## config.mk

```make
export PLATFORM = sky130hd
export DESIGN_NAME = arithmetic_unit_serial
export DESIGN_NICKNAME = d
export VERILOG_FILES = /design/src/rtl/arithmetic_unit_serial.sv
export SDC_FILE = /design/constraint.sdc
export NUM_CORES = 1
export LEC_CHECK = 0
export CORE_MARGIN = 5
export CORE_UTILIZATION = 40
export DETAILED_ROUTE_END_ITERATION = 7
export DONT_BUFFER_PORTS = 1
export GPL_ROUTABILITY_DRIVEN = 0
export SLEW_MARGIN = 20
export SYNTH_ARGS = -nofsm -noshare
export SYNTH_HDL_FRONTEND = slang
export SYNTH_SLANG_ARGS = --single-unit
export TNS_END_PERCENT = 20
```

## constraint.sdc

```tcl
create_clock -name clk -period 2.8 [get_ports clk]
set_input_delay 0.42 -clock clk [delete_from_list [all_inputs] [get_ports clk]]
set_output_delay 0.42 -clock clk [all_outputs]
set_load 0.01 [all_outputs]
```

## src/rtl/arithmetic_unit_serial.sv

```systemverilog
// arithmetic_unit_serial
// ----------------------
// Bit-serial (slice-serial) add/subtract-family unit. It pushes DATA_W-bit
// operands through one SLICE_W-bit adder, least-significant slice first,
// one slice per clock.
//
// Ports
//   clk, rst_n         clock (rising edge), asynchronous active-low reset
//   in_valid/in_ready  request handshake; in_ready is high only in IDLE
//   op_code, a_in,     operation and operands, sampled at accept
//   b_in, carry_in
//   out_valid/out_ready  result handshake; the result is held until accepted
//   result_out         DATA_W-bit result
//   carry_out, overflow, zero, negative   flags, valid with out_valid
//
// Op map (A' + B' + Cin):
//   000 PASS a+0+0     001 ADD a+b+0      010 ADC a+b+ci    011 SUB a+~b+1
//   100 SBB a+~b+ci    101 INC a+0+1      110 DEC a+1s+0    111 NEG 0+~b+1
module arithmetic_unit_serial #(
  parameter int DATA_W  = 32,
  parameter int SLICE_W = 8
) (
  input  logic              clk,
  input  logic              rst_n,
  input  logic              in_valid,
  output logic              in_ready,
  input  logic [2:0]        op_code,
  input  logic [DATA_W-1:0] a_in,
  input  logic [DATA_W-1:0] b_in,
  input  logic              carry_in,
  output logic              out_valid,
  input  logic              out_ready,
  output logic [DATA_W-1:0] result_out,
  output logic              carry_out,
  output logic              overflow,
  output logic              zero,
  output logic              negative
);

  localparam int NSLICE = DATA_W / SLICE_W;
  localparam int CNT_W  = (NSLICE > 1) ? $clog2(NSLICE) : 1;

  localparam logic [1:0] ST_IDLE = 2'd0;
  localparam logic [1:0] ST_BUSY = 2'd1;
  localparam logic [1:0] ST_DONE = 2'd2;

  localparam logic [2:0] OP_PASS = 3'b000;
  localparam logic [2:0] OP_ADD  = 3'b001;
  localparam logic [2:0] OP_ADC  = 3'b010;
  localparam logic [2:0] OP_SUB  = 3'b011;
  localparam logic [2:0] OP_SBB  = 3'b100;
  localparam logic [2:0] OP_INC  = 3'b101;
  localparam logic [2:0] OP_DEC  = 3'b110;
  localparam logic [2:0] OP_NEG  = 3'b111;

  // A width that does not split into whole slices cannot be processed.
  generate
    if ((DATA_W % SLICE_W) != 0) begin : g_bad_width
      $error("arithmetic_unit_serial: DATA_W must be a multiple of SLICE_W");
    end
  endgenerate

  logic [1:0]        state_r;
  logic [CNT_W-1:0]  cnt_r;
  logic [DATA_W-1:0] a_sh_r;
  logic [DATA_W-1:0] b_sh_r;
  logic              carry_r;
  logic              any_nz_r;
  logic [DATA_W-1:0] result_r;
  logic              carry_out_r;
  logic              overflow_r;
  logic              zero_r;
  logic              negative_r;

  logic [DATA_W-1:0] a_sel_s;
  logic [DATA_W-1:0] b_sel_s;
  logic              cin_sel_s;
  logic [SLICE_W:0]  slice_sum_s;
  logic [DATA_W-1:0] slice_ext_s;
  logic [DATA_W-1:0] result_next_s;
  logic              last_slice_s;

  // Operand conditioning: map op_code onto the A' + B' + Cin form.
  always_comb begin
    a_sel_s   = a_in;
    b_sel_s   = '0;
    cin_sel_s = 1'b0;
    case (op_code)
      OP_PASS: begin a_sel_s = a_in; b_sel_s = '0;               cin_sel_s = 1'b0;     end
      OP_ADD:  begin a_sel_s = a_in; b_sel_s = b_in;             cin_sel_s = 1'b0;     end
      OP_ADC:  begin a_sel_s = a_in; b_sel_s = b_in;             cin_sel_s = carry_in; end
      OP_SUB:  begin a_sel_s = a_in; b_sel_s = ~b_in;            cin_sel_s = 1'b1;     end
      OP_SBB:  begin a_sel_s = a_in; b_sel_s = ~b_in;            cin_sel_s = carry_in; end
      OP_INC:  begin a_sel_s = a_in; b_sel_s = '0;               cin_sel_s = 1'b1;     end
      OP_DEC:  begin a_sel_s = a_in; b_sel_s = {DATA_W{1'b1}};   cin_sel_s = 1'b0;     end
      OP_NEG:  begin a_sel_s = '0;   b_sel_s = ~b_in;            cin_sel_s = 1'b1;     end
      default: begin a_sel_s = a_in; b_sel_s = '0;               cin_sel_s = 1'b0;     end
    endcase
  end

  // Shared slice adder and the result shift-in path (new slice enters at the top).
  always_comb begin
    slice_sum_s = {1'b0, a_sh_r[SLICE_W-1:0]}
                + {1'b0, b_sh_r[SLICE_W-1:0]}
                + {{SLICE_W{1'b0}}, carry_r};
    slice_ext_s = '0;
    slice_ext_s[SLICE_W-1:0] = slice_sum_s[SLICE_W-1:0];
    result_next_s = (result_r >> SLICE_W) | (slice_ext_s << (DATA_W - SLICE_W));
    last_slice_s  = (cnt_r == CNT_W'(NSLICE - 1));
  end

  // Control FSM, operand shift registers, result and flag registers.
  always_ff @(posedge clk or negedge rst_n) begin
    if (!rst_n) begin
      state_r     <= ST_IDLE;
      cnt_r       <= '0;
      a_sh_r      <= '0;
      b_sh_r      <= '0;
      carry_r     <= 1'b0;
      any_nz_r    <= 1'b0;
      result_r    <= '0;
      carry_out_r <= 1'b0;
      overflow_r  <= 1'b0;
      zero_r      <= 1'b0;
      negative_r  <= 1'b0;
    end else begin
      case (state_r)
        ST_IDLE: begin
          if (in_valid) begin
            state_r  <= ST_BUSY;
            cnt_r    <= '0;
            a_sh_r   <= a_sel_s;
            b_sh_r   <= b_sel_s;
            carry_r  <= cin_sel_s;
            any_nz_r <= 1'b0;
          end
        end
        ST_BUSY: begin
          a_sh_r   <= a_sh_r >> SLICE_W;
          b_sh_r   <= b_sh_r >> SLICE_W;
          carry_r  <= slice_sum_s[SLICE_W];
          result_r <= result_next_s;
          any_nz_r <= any_nz_r | (|slice_sum_s[SLICE_W-1:0]);
          cnt_r    <= cnt_r + CNT_W'(1);
          if (last_slice_s) begin
            // On the last slice the operand registers hold the top slice,
            // so their bit SLICE_W-1 is the operand sign bit.
            state_r     <= ST_DONE;
            carry_out_r <= slice_sum_s[SLICE_W];
            overflow_r  <= (a_sh_r[SLICE_W-1] == b_sh_r[SLICE_W-1]) &&
                           (slice_sum_s[SLICE_W-1] != a_sh_r[SLICE_W-1]);
            zero_r      <= ~(any_nz_r | (|slice_sum_s[SLICE_W-1:0]));
            negative_r  <= slice_sum_s[SLICE_W-1];
          end
        end
        ST_DONE: begin
          if (out_ready) begin
            state_r <= ST_IDLE;
          end
        end
        default: begin
          state_r <= ST_IDLE;
        end
      endcase
    end
  end

  assign in_ready   = (state_r == ST_IDLE);
  assign out_valid  = (state_r == ST_DONE);
  assign result_out = result_r;
  assign carry_out  = carry_out_r;
  assign overflow   = overflow_r;
  assign zero       = zero_r;
  assign negative   = negative_r;

endmodule

```

==> results of run 1 <==
cells in the final DEF (no fill, tap or decap), types with 3 or more instances in the layout:
| cell | count |
|---|---|
| nand2_1 | 109 |
| dfrtp_1 | 106 |
| o22ai_1 | 48 |
| xor2_1 | 36 |
| o21ai_0 | 34 |
| a22o_1 | 33 |
| a21oi_1 | 27 |
| inv_1 | 25 |
| a222oi_1 | 24 |
| nor2_1 | 11 |
| clkbuf_16 | 9 |
| buf_4 | 9 |
| a221oi_1 | 8 |
| ha_1 | 8 |
| o21ai_1 | 6 |
| o31ai_1 | 3 |
| inv_6 | 3 |
area by class of cell:
type / instances / area, µm²
Fill cell: 1334 / 7860
Sequential cell: 106 / 2650
Multi-Input combinational cell: 378 / 2460
Clock buffer: 9 / 225
Tap cell: 180 / 225
Inverter: 27 / 101
Timing Repair Buffer: 10 / 95.1
Clock inverter: 7 / 92.6
cell families after synthesis:
kind of cell             share of synthesized area (%)
buffers and inverters                             8.35
AND/OR/NAND/NOR                                   9.68
AO/OA/AOI/OAI                                     25.5
adder cells (fa/ha/maj)                           2.53
flip-flops                                        48.0
XOR/XNOR                                          6.02
per-layer routing:
metal	vias up	part of all wire [%]	GRT usage [%]
met1	2118	42	22.7
met4	0	1.4	5.99
met3	11	9.6	6.31
met2	154	47	26.1
li1	1986	-	-
met5	-	0	0
power by group through the flow:
stage          clock, µW  combinational (µW)  sequential [µW]
3_5_place_dp           0                2740             2920
4_1_cts             1380                2750             2890
6_report            1340                2840             2880
2_1_floorplan          0                2570             2580
3_3_place_gp           0                2640             2900
5_1_grt             1450                3200             2970
through the flow:
step | util [%] | instances | instance area, µm²
5_1_grt | 42.7 | 717 | 5860
6_report | 42.7 | 717 | 5860
4_1_cts | 42.3 | 716 | 5810
2_1_floorplan | - | 578 | 5530
3_5_place_dp | 40.0 | 700 | 5490
3_3_place_gp | 40.0 | 700 | 5490
path summary, 6_finish.rpt:
path,endpoint,from
worst max-delay path,any_nz_r$_DFFE_PN0P_,a_sh_r[0]$_DFFE_PN0P_
worst min-delay path,result_out[8]$_DFFE_PN0P_,rst_n
worst max register to register,any_nz_r$_DFFE_PN0P_,a_sh_r[0]$_DFFE_PN0P_
worst min register to register,b_sh_r[24]$_DFFE_PN0P_,b_sh_r[24]$_DFFE_PN0P_
max in group asynchronous,b_sh_r[22]$_DFFE_PN0P_,rst_n
min in group clk,state_r[1]$_DFFE_PN0P_,out_ready
registers in the layout (all words and copies together) (netlist names):
register    cells
overflow        1
b_sh_r         32
carry_out       1
any_nz_r        1
negative        1
zero            1
cnt_r           2
state_r         2
carry_r         1
result_out     32
a_sh_r         32
timing repair:
item	4_1_cts	5_1_grt
setup endpoints to repair	0	1
endpoints found under the hold margin	106	106
resized for setup	0	2
==> impl_summary.md, run 1 <==
Floorplan
110 I/O pins were placed. After floorplanning, the core was divided into 43 placement rows. The die extent in x is 128 µm. The initial utilization of the core area, before any placement, comes to 40.3%.

The core region is 0.0137 mm². The die covers 0.0163 mm². The overall die height is 128 µm.

Cells and area
The area growth from synthesis to layout is 5.86%. The fraction of layout instances using a drive strength above 1 is 7.64%. The final layout contains 614 nets.

The count of inserted antenna diode cells is 0.

Placement
Once detailed placement completed, the half-perimeter wirelength came to 9400 µm. At the placement stage, the worst setup path has a slack of 0.133 ns. The count of buffers added on input and output ports is 0.

Timing
After layout, the worst path uses 92.6% of the clock period. The post-route worst setup slack is 0.207 ns. For the pin with the worst max-slew slack, the measured transition is 0.645 ns. The count of endpoints failing hold in the final timing report was 106.

The final count of pins violating max slew is 0. The upper clock frequency limit is 386 MHz. Setup repair after global routing left no endpoint under its margin. The setup clock skew after layout is 0.00701 ns. Final hold analysis gives a worst-case slack of -0.236 ns. Setup violations remaining at the end of the flow were counted as 0. The final critical path time including I/O delays and setup is 2.59 ns. For the final routed database, the setup TNS stands at 0 ns.

Headroom to the max-slew limit came out at 56.9%.

Route
The number of design-rule violations left by the first detailed-router iteration is 500. For this block, the via count after detailed routing is 4269. The total wire length after detailed routing is 14200 µm.

The via count normalized by instance count is 5.95. In the routed design, unresolved DRC markers number 4. The detail route stage leaves a number of antenna-violating nets equal to 0. Before antenna repair, the detailed router went through 8 iterations. After detailed routing, the average wire length per cell comes to 19.9 µm.

Clock tree
The level count of the clock H-tree is 3. The number of sinks on the clock net is 106. In this run the post-CTS setup repair buffer count came out at 0. Clock-pin slew was measured on the worst setup and hold paths at 0.07 ns. The later pin in the worst-skew pair is clocked with a latency of 0.35 ns. The worst-case clock buffer depth is 2.

TritonCTS built the clock tree. The number of buffers added by the clock tree synthesis step is 9. The tree is rooted in a clkbuf_16.

Worst setup path
The kind of end point of the critical path is a register. For the worst setup path, the data required time is 3.02 ns. The worst setup path is launched from a register. The critical path goes through fa_1 -> fa_1 -> a21o_1 -> a221oi_4 -> xnor2_2 -> o41ai_2 -> o211ai_1. The sum of buffers and inverters on the critical path is 0.

The path depth of the worst reg2reg path is 7. At the worst endpoint, the arrival time is 2.82 ns. By startpoint and endpoint, the worst setup path is classified as reg -> reg. The peak fanout along the critical path is 3. Broken down by cell family, the worst path's largest delay share belongs to compound AO/OA/AOI/OAI gates. Across all register-to-register paths, the minimum setup slack is 0.21 ns. The largest incremental delay on the critical path is 0.49 ns. The slowest cell on the critical path is fa_1.

The most prevalent standard cell on the critical path is fa_1. In this run the number of cells on the critical path is 7.

Pwr
The power density normalized to cell area is 1210 mW/mm². Net switching is 42.3% of the power. The analysis attributes to cell leakage a power of 0.00276 µW. Internal power comes to 4070 µW. Power comes to 7060 µW. The combinational cell fraction of total power is 40.2%. The fraction of power consumed by the clock network is 18.9%. The peak supply drop is 0.413 mV.

The proportion of power drawn by flip-flops and latches is 40.8%. The switching power total is 2990 µW.

Logic synthesis
Counting every instance in the synthesized netlist gives 578. The synthesized design devotes to its leading area cell type 48.0% of total area. By area the synthesized netlist is led by dfrtp_1 48%, nand2_1 7.5%, xor2_1 5.7%. By instance count, the leading cell after synthesis is nand2_1. The mean instance size in the synthesized netlist is 9.57 µm². For this run, the register share of the synthesized area comes to 48.0%.

The post-synthesis instance area is 0.00553 mm². The number of nets in the synthesized netlist is 660. Among all flip-flop cells after synthesis, the most frequent one is dfrtp_1. The total number of yosys warnings is 0.

The share of synthesized flip-flops with an asynchronous set or reset is 100%. Of all cell types, the one taking the most synthesized area is dfrtp_1. The number of flops mapped to enable cells by yosys is 0.

The number of flip-flops and latches in the synthesized netlist is 106. The commonest cells after synthesis are 110 x nand2_1, 106 x dfrtp_1, 48 x o22ai_1, 36 x xor2_1, 34 x o21ai_0. Synthesis instantiated 40 different standard cells from the library.

Global routing
The initial antenna violation count is 0. Entering global routing, the biggest net connects 107 pins. For this run, the total global-route usage over all layers was measured as 17.2%.

The number of global-route vias before repair was 3975. The wire length of the first global-routing pass is 22200 µm. Summed over all layers, the global routing overflow is 0.

Run status
The checks that failed: design-rule violations, negative hold slack. The run finished, with violations left.

Worst hold path
The path class of the lowest-slack min-delay path is in -> async.

Job
The tool flagged a number of max-cap violations equal to 0.
Note: power is estimated with default switching activity, not from simulation.
==> inputs of run 2 (changes only) <==
- clock period: 2.8 -> 2.5 ns (I/O delays scaled with it)
==> impl_summary.md, run 2 (same netlist as run 1, synthesis figures left out) <==
Route
The number of DRC violations after detailed routing is 0 (-4). The number of search-and-repair iterations in the first detailed-routing pass is 8 (unchanged). The total wire length after detailed routing is 14400 µm (+0.89%).

The via count normalized by instance count is 5.97 (+0.24%). The number of vias in the routed layout is 4333 (+1.5%). The number of nets with antenna violations after routing was 0 (unchanged). The number of design-rule violations left by the first detailed-router iteration came to 614 (+23%). The detailed-route wire length per cell is 19.8 µm (-0.36%).

Cells and area
The footprint of the multi-input gates is 0.00248 mm² (+0.56%). The fraction of layout instances using a drive strength above 1 is 9.52% (+1.9 points). The register cell area after layout came to 0.00265 mm² (unchanged). The post-route non-filler standard cell count is 726 (+1.3%). The most frequent standard cell in the layout excluding fill and tap cells is nand2_1. The final core utilization was 43.4% (+0.69 points). The count of inserted antenna diode cells is 0 (unchanged).

The count of nets after finishing is 623 (+1.5%). The number of filler cells placed in the layout was 1342 (+0.60%). In the layout the commonest cells are 109 x nand2_1, 106 x dfrtp_1, 48 x o22ai_1. From synthesis to final layout, the design area changed by 7.58%.

Global routing
The wire length of the first global-routing pass is 23000 µm (+3.4%). The final global-route overflow total is 0 (unchanged). The overall track demand over capacity in global routing is 17.7% (+0.49 points). The number of global-route vias before repair is 4174 (+5.0%). The initial antenna violation count came to 0 (unchanged). The largest net degree at the start of global routing came to 107 (unchanged).

Floorplan
The die area came to 0.0163 mm² (unchanged). The core area is 0.0137 mm² (unchanged). The die extent in x is 128 µm (unchanged). The initial standard-cell utilization of the core came to 40.3% (unchanged). The number of rows created at floorplan is 43 (unchanged). The I/O pin total came to 110 (unchanged).

The overall die height is 128 µm (unchanged).

Pwr
The final total power was 8200 µW (+16%). The power density normalized to cell area is 1380 mW/mm² (+14%). The leakage power summed over all cells is 0.00280 µW (+1.6%). The switching power total is 3480 µW (+16%). The proportion of power drawn by flip-flops and latches was 39.5% (-1.3 points).

The combinational cell fraction of total power is 42.0% (+1.8 points). The switching part of the total came to 42.4% (+0.077 points). The peak supply drop is 0.500 mV (+21%). The fraction of power consumed by the clock network is 18.5% (-0.4 points). The internal power component is 4720 µW (+16%).

Timing
The post-route fraction of the period consumed by the critical path is 98.7% (+6.1 points). The final count of pins violating max slew came to 0 (unchanged). The slew at the pin with the worst max-slew slack was 0.681 ns (+0.0366 ns). The setup clock skew after layout came to 0.00595 ns (-0.00105 ns). The worst hold margin is -0.284 ns (-0.0481 ns). The number of setup violations in the final report is 0 (unchanged). The upper clock frequency limit is 405 MHz (+5.1%). The remaining max-slew budget at the tightest pin was 54.5% (-2.4 points). The count of endpoints failing hold in the final timing report came to 106 (unchanged). Setup repair after global routing could not meet its margin everywhere. The final critical path time including I/O delays and setup came to 2.47 ns (-0.126 ns).

Placement
The number of buffer cells added on primary ports is 0 (unchanged). The HPWL after detailed placement came to 9390 µm (about the same). The post-placement cell count is 708 (+1.1%).

Worst setup path
The type of the setup path with the least slack is reg -> reg. The critical path data arrival time came to 2.76 ns (-0.06 ns). The peak fanout along the critical path is 2 (-1).

STA classifies the critical path startpoint as a register. The kind of end point of the critical path is a register. The data required time of the critical path is 2.79 ns (-0.23 ns).

Clock tree
The number of buffers added by the clock tree synthesis step is 9 (unchanged). The clock insertion delay at the later pin of the skew report is 0.35 ns (about the same). The clock-pin transition on the worst setup and hold timing paths is 0.08 ns (about the same). The level count of the clock H-tree came to 3 (unchanged).

The number of sinks on the clock net came to 106 (unchanged). The TritonCTS clock tree is built. The worst-case clock buffer depth was 2 (unchanged). The clock tree root driver cell is clkbuf_16.

Job
The count of maximum capacitance violations came to 0 (unchanged).

Run status
The final reports fail on negative hold slack. The run finished, with violations left.

Worst hold path
The path class of the lowest-slack min-delay path is in -> async.
==> run 2: cell count changes in the layout (fill, tap and decap cells not counted), moves of 2 or more <==
cell / change
buf_4: +8
fa_2: +2
inv_6: -2
fa_1: -2
==> run 2: per-stage QoR <==
step	cell area (µm²)	setup slack (ns)	hold WS, ns	setup TNS [ns]
after floorplan	5530	0.0484	0.0794	0
after global placement	5560	-0.00764	0.0840	-0.00764
after detailed placement	5560	-0.0722	0.0863	-0.0788
after CTS	5900	0.00601	-0.306	0
after global routing	5950	-0.0722	-0.306	-0.0883
final	5950	0.0333	-0.284	0
==> run 2: power by group through the flow <==
stage          logic, µW  registers (µW)  clock network [µW]
2_1_floorplan       2880            2890                   0
3_3_place_gp        3110            3240                   0
3_5_place_dp        3240            3270                   0
4_1_cts             3340            3240                1560
5_1_grt             3850            3340                1630
6_report            3440            3240                1520
==> run 2: critical path, cell delays in order, from the launching register on <==
cell     delay, ns
dfrtp_1       0.41
fa_2          0.42
fa_2          0.36
buf_4         0.14
xor2_1        0.15
nor4_1        0.16
o21ai_1       0.14
buf_4         0.17
nor4_4        0.26
a41o_1        0.19
==> run 2: worst paths after layout <==
| check | from | to | slack [ns] | cells after the start |
|---|---|---|---|---|
| max in group asynchronous | rst_n | b_sh_r[29]$_DFFE_PN0P_ | 2.64 | 0 |
| min in group clk | out_ready | state_r[1]$_DFFE_PN0P_ | 0.10 | 1 |
| min reg2reg | b_sh_r[24]$_DFFE_PN0P_ | b_sh_r[24]$_DFFE_PN0P_ | 0.49 | 2 |
| max reg2reg | a_sh_r[0]$_DFFE_PN0P_ | zero$_DFFE_PN0P_ | 0.03 | 9 |
| min | rst_n | result_out[0]$_DFFE_PN0P_ | -0.28 | 0 |
| max | a_sh_r[0]$_DFFE_PN0P_ | zero$_DFFE_PN0P_ | 0.03 | 9 |
==> run 2: routing by layer <==
metal | up-vias | GRT usage [%] | share of wire [%]
met3 | 15 | 5.39 | 8.1
met2 | 154 | 27.6 | 48
met4 | 0 | 6.74 | 1.9
met1 | 2157 | 23.1 | 42
li1 | 2007 | - | -
met5 | - | 0 | 0
==> run 2: cell type report <==
class / instances / share of cell area (%)
Clock buffer: 9 / 3.78
Clock inverter: 7 / 1.58
Inverter: 27 / 1.70
Multi-Input combinational cell: 378 / 41.6
Sequential cell: 106 / 44.6
Tap cell: 180 / 3.78
Timing Repair Buffer: 19 / 2.94
==> run 2: timing repair <==
item / CTS / global route
buffers inserted: 0 / 1
endpoints found under the setup margin: 2 / 4
pin swaps: 2 / 5
gates resized for setup: 3 / 3
hold endpoints to repair: 106 / 106
